--- src/rtl/ramb4_s2_s8_fifo_ctl.sv ---
// ramb4_s2_s8_fifo_ctl
// FIFO controller around a dual-port RAMB4 used as 2048 x 2-bit (port A, write)
// and 512 x 8-bit (port B, read). Symbols go in two bits at a time and come out
// as whole bytes, with the oldest symbol in rd_data[1:0].
//
// Ports
//   CLKA, RSTB             : clock (rising edge), synchronous active-high reset
//   wr_valid/wr_data/wr_ready : 2-bit symbol write handshake
//   rd_valid/rd_data/rd_ready : 8-bit byte read handshake
//   level, afull, aempty   : stored symbol count and threshold flags
//   ram_addra/dia/ena/wea  : RAM write port (2-bit side)
//   ram_addrb/enb, ram_dob : RAM read port (8-bit side), dob registered in RAM
//   ram_rsta/rstb/web      : tied low
module ramb4_s2_s8_fifo_ctl #(
    parameter logic [11:0] AFULL_LVL  = 12'd1792,
    parameter logic [9:0]  AEMPTY_LVL = 10'd1
) (
    input  logic        CLKA,
    input  logic        RSTB,
    input  logic        wr_valid,
    input  logic [1:0]  wr_data,
    output logic        wr_ready,
    output logic        rd_valid,
    output logic [7:0]  rd_data,
    input  logic        rd_ready,
    output logic [11:0] level,
    output logic        afull,
    output logic        aempty,
    output logic [10:0] ram_addra,
    output logic [1:0]  ram_dia,
    output logic        ram_ena,
    output logic        ram_wea,
    output logic [8:0]  ram_addrb,
    output logic        ram_enb,
    input  logic [7:0]  ram_dob,
    output logic        ram_rsta,
    output logic        ram_rstb,
    output logic        ram_web
);

    localparam int unsigned SYM_PTR_W  = 12;
    localparam int unsigned BYTE_PTR_W = 10;
    localparam logic [SYM_PTR_W-1:0] FULL_LVL = SYM_PTR_W'(2048);

    typedef enum logic [1:0] {
        IDLE  = 2'd0,
        FETCH = 2'd1,
        CAPT  = 2'd2,
        VALID = 2'd3
    } rd_state_t;

    rd_state_t              r_state;
    rd_state_t              w_nxt_state;
    logic [SYM_PTR_W-1:0]   r_wptr;
    logic [BYTE_PTR_W-1:0]  r_rptr;
    logic                   r_rd_valid;
    logic [7:0]             r_rd_data;
    logic                   w_nxt_rd_valid;
    logic [7:0]             w_nxt_rd_data;
    logic                   w_fetch;
    logic                   w_wr_ready;
    logic                   w_wr_acc;
    logic [SYM_PTR_W-1:0]   w_level;
    logic [BYTE_PTR_W-1:0]  w_avail;

    // Occupancy: the read pointer counts bytes, so scale it to symbols.
    assign w_level    = r_wptr - {r_rptr, 2'b00};
    assign w_avail    = r_wptr[SYM_PTR_W-1:2] - r_rptr;
    assign w_wr_ready = (w_level < FULL_LVL);
    // No RAM activity at all in a reset cycle.
    assign w_wr_acc   = wr_valid & w_wr_ready & ~RSTB;

    assign wr_ready  = w_wr_ready;
    assign level     = w_level;
    assign afull     = (w_level >= AFULL_LVL);
    assign aempty    = (w_avail <= AEMPTY_LVL);

    assign ram_ena   = w_wr_acc;
    assign ram_wea   = w_wr_acc;
    assign ram_addra = r_wptr[10:0];
    assign ram_dia   = wr_data;
    assign ram_enb   = w_fetch & ~RSTB;
    assign ram_addrb = r_rptr[8:0];
    assign ram_rsta  = 1'b0;
    assign ram_rstb  = 1'b0;
    assign ram_web   = 1'b0;

    assign rd_valid  = r_rd_valid;
    assign rd_data   = r_rd_data;

    // Read FSM next-state and output-register inputs.
    always_comb begin
        w_nxt_state    = r_state;
        w_nxt_rd_valid = r_rd_valid;
        w_nxt_rd_data  = r_rd_data;
        w_fetch        = 1'b0;
        case (r_state)
            IDLE: begin
                if (w_avail != '0) begin
                    w_nxt_state = FETCH;
                end
            end
            FETCH: begin
                w_fetch     = 1'b1;
                w_nxt_state = CAPT;
            end
            CAPT: begin
                w_nxt_rd_data  = ram_dob;
                w_nxt_rd_valid = 1'b1;
                w_nxt_state    = VALID;
            end
            VALID: begin
                if (rd_ready) begin
                    w_nxt_rd_valid = 1'b0;
                    // rptr already moved past the held byte, so w_avail counts only unread bytes.
                    w_nxt_state    = (w_avail != '0) ? FETCH : IDLE;
                end
            end
        endcase
    end

    // State, pointers and output registers.
    always_ff @(posedge CLKA) begin
        if (RSTB) begin
            r_state    <= IDLE;
            r_wptr     <= '0;
            r_rptr     <= '0;
            r_rd_valid <= 1'b0;
            r_rd_data  <= 8'h00;
        end else begin
            r_state    <= w_nxt_state;
            r_rd_valid <= w_nxt_rd_valid;
            r_rd_data  <= w_nxt_rd_data;
            if (w_wr_acc) begin
                r_wptr <= r_wptr + SYM_PTR_W'(1);
            end
            // Space is released at the RAM read edge itself.
            if (w_fetch) begin
                r_rptr <= r_rptr + BYTE_PTR_W'(1);
            end
        end
    end

endmodule

--- config.mk ---
export PLATFORM = sky130hd
export DESIGN_NAME = ramb4_s2_s8_fifo_ctl
export DESIGN_NICKNAME = d
export VERILOG_FILES = /design/src/rtl/ramb4_s2_s8_fifo_ctl.sv
export SDC_FILE = /design/constraint.sdc
export NUM_CORES = 1
export LEC_CHECK = 0
export BUFFER_PORTS_ARGS = -buffer_cell sky130_fd_sc_hd__buf_2
export CAP_MARGIN = 20
export CELL_PAD_IN_SITES_DETAIL_PLACEMENT = 0
export CELL_PAD_IN_SITES_GLOBAL_PLACEMENT = 1
export CORE_UTILIZATION = 39
export CTS_BUF_LIST = sky130_fd_sc_hd__clkbuf_8
export DETAILED_ROUTE_END_ITERATION = 6
export GPL_TIMING_DRIVEN = 0
export PLACE_DENSITY_LB_ADDON = 0.1
export SLEW_MARGIN = 30
export SYNTH_ARGS = -nofsm -noshare
export SYNTH_HDL_FRONTEND = slang
export SYNTH_SLANG_ARGS = --single-unit
export TNS_END_PERCENT = 1
--- constraint.sdc ---
create_clock -name CLKA -period 4.02 [get_ports CLKA]
set_input_delay 0.402 -clock CLKA [delete_from_list [all_inputs] [get_ports CLKA]]
set_output_delay 0.402 -clock CLKA [all_outputs]
set_load 0.02 [all_outputs]
==> metrics <==
Post-synth EDFFs=0; cell taking the most area after synthesis=dfxtp_1; Static Leakage=0.001337 uW; Netlist cell types=49; Die Ht=78.37 um; maximum clock rate=276.1 MHz; RSZ-0062 raised after global routing=false; Worst R2R Start=r_wptr[2]$_SDFFE_PP0P_; Post-Route Setup TNS=0 ns; Starting Density=40.81%; gpl congestion=0.7515; H-tree Lvls=2; post-synthesis async set-or-reset flop share=0%; vias in the first global route=1822; CP Max Fanout=5; Final Skew=0.008760 ns; Pwr Density=467.7 nW/um^2; Detailed Route Iter0 Violations=66; first-pass GRT wire length=8.562 mm; postcts setup bufs=0; largest cells by area after synthesis=dfxtp_1, buf_4, ha_1; synthesis-to-layout area growth=22.39%; Vias=2029; timing endpoint of the critical path=aempty; CTS Sinks=33; # placed instances=415; status=finished clean; Fin. Hold Viols=0; die width=78.37 um; Routed wire per std cell=12.10 um; Root Driver=clkbuf_8; Post-Synthesis Cells=282; Std-Cell Rows=27; Detailed Routing Iterations Pass 1=4; nets=381; reg2reg end=r_state[1]$_SDFFE_PP0P_; post-route ant nets=0; Via-to-Cell Ratio=4.797; kind of critical path=flop to output port; crit path from=r_wptr[2]$_SDFFE_PP0P_; Setup-failing EPs final=0; pin count of the biggest net entering global routing=11; fin. max-slew vios=0; post-synth top area share=29.04%; WP data required=3.62 ns; Worst-Margin Slew=0.6087 ns; YS warnings=0; Final Cycle Share=90.09%; clock slew at reported path FFs=0.07 ns; Yosys reg bits=33; post-layout min period=3.621 ns; total I/O pin count=66; dpl hpwl=4.061 mm; antenna violations before repair=0; hold crit path type=input pin to flop; ANT cells=0; CTS tree=yes; Syn Std Cell Area=2275 um^2; Total Routing Usage GR=17.78%; number of gates resized after CTS=0; TritonCTS Buffers=5; CP endpoint kind=output port; DRC Markers=0; sequential area share after synthesis=29.04%; reg2reg setup slack=0.78 ns; crit path DAT=3.22 ns; worst skew pair latency=0.29 ns; post-route insts no fill=423; port bufs=59; syn_area_per_cell=8.066 um^2; grt ovf=0; slew margin rel.=59.42%; Commonest cells post-synth=nor2_1, dfxtp_1, buf_4; top_reg_cell synth=dfxtp_1; Register-to-Register Path Depth=11; Critical Path Start Type=flop; Post-Route WL=5.120 mm; maximum vdd drop=0.0003055 V; layout cells sized above 1=28.49%; core area=5574 um^2; most numerous cell in the Yosys netlist=nor2_1; cts hold-fix bufs=0; Max Cap Viol=0; total die area=6142 um^2; CTS max path bufs=2
[worst min-delay path by stage]
| stage | start | to | slack [ns] | depth (start not counted) |
|---|---|---|---|---|
| 5_1_grt | ram_dob[5] | rd_data[5]$_SDFFE_PP0P_ | 0.36 | 3 |
| 4_1_cts | ram_dob[5] | rd_data[5]$_SDFFE_PP0P_ | 0.35 | 3 |
| 3_3_place_gp | rd_data[6]$_SDFFE_PP0P_ | rd_data[6]$_SDFFE_PP0P_ | 0.47 | 2 |
| 6_report | ram_dob[5] | rd_data[5]$_SDFFE_PP0P_ | 0.35 | 3 |
| 2_1_floorplan | r_rptr[5]$_SDFFE_PP0N_ | r_rptr[5]$_SDFFE_PP0N_ | 0.47 | 2 |
| 3_5_place_dp | rd_data[4]$_SDFFE_PP0P_ | rd_data[4]$_SDFFE_PP0P_ | 0.48 | 2 |
[flip-flops by register name, indices dropped and copies added (netlist names)]
name      count
rd_data       8
rd_valid      1
r_rptr       10
r_state       2
r_wptr       12
[routing by layer]
metal  GRT usage [%]  vias to the layer above  part of all wire (%)
met2           27.37                       53                    42
li1                -                     1072                     -
met4           7.222                        0                   1.9
met1           23.97                      894                    51
met5               0                        -                     0
met3           3.837                       10                   4.7
[stage by stage]
| stage | setup slack [ns] | power [uW] | util [%] | instance area (um^2) | hold WS [ns] |
|---|---|---|---|---|---|
| floorplan | 0.7881 | 829.7 | - | 2282 | 0.4714 |
| global placement | 0.6919 | 988.6 | 47.86 | 2668 | 0.4727 |
| detailed placement | 0.7038 | 991.9 | 47.86 | 2668 | 0.4756 |
| CTS | 0.3904 | 1318 | 49.94 | 2784 | 0.3480 |
| global route | 0.1936 | 1392 | 49.94 | 2784 | 0.3551 |
| finish | 0.3986 | 1302 | 49.94 | 2784 | 0.3496 |
[power by group]
part	switching, uW	internal, uW
sequential	28.5	358
clock	123	200
combinational	357	236
[area by class of cell]
type | count | area, um^2
multi-input combinational | 195 | 1299
inverter | 20 | 75.07
buffer | 36 | 247.7
timing repair buffer | 59 | 295.3
sequential | 33 | 660.6
clock buffer | 6 | 82.58
fill | 575 | 2790
clock inverter | 2 | 33.78
tap | 72 | 90.09
[critical path: stages, from the launching register on]
cell and delay [ns]:
dfxtp_1 0.36, inv_1 0.12, ha_1 0.17, inv_1 0.05
fa_1 0.40, a21o_1 0.22, a221o_1 0.34, o41ai_2 0.24
xnor2_1 0.18, or4_1 0.57, nor2_1 0.11, buf_2 0.16
[cells by family after synthesis]
logic type / Yosys count / share of synthesized area, %
mux: 10 / 4.401
buf+inv: 56 / 14.19
xor+xnor: 19 / 7.316
other cells: 1 / 0.1649
fa+ha+maj: 17 / 9.681
compound gates: 43 / 12.32
simple gates: 103 / 22.88
flops: 33 / 29.04
[layout by cell type (no fill, tap or decap), types with 2 or more instances in the layout]
cell and instances:
xor2_1 4, nor3_1 6, buf_4 28, and3_1 2, dfxtp_1 33, inv_1 21, nand3_1 5, ha_1 16
mux2i_1 10, nor3b_1 3, conb_1 3, or3_1 10, o211ai_1 2, clkbuf_1 6, nand4_1 3, buf_2 59
clkbuf_8 6, a21oi_1 14, a211oi_1 2, nor4_1 3, nand2_1 18, or4_1 4, nor2_1 38, o21ai_0 11
a21o_1 2, xnor2_1 15, nor2b_1 2
No activity file was read; power rests on OpenSTA's default activity.
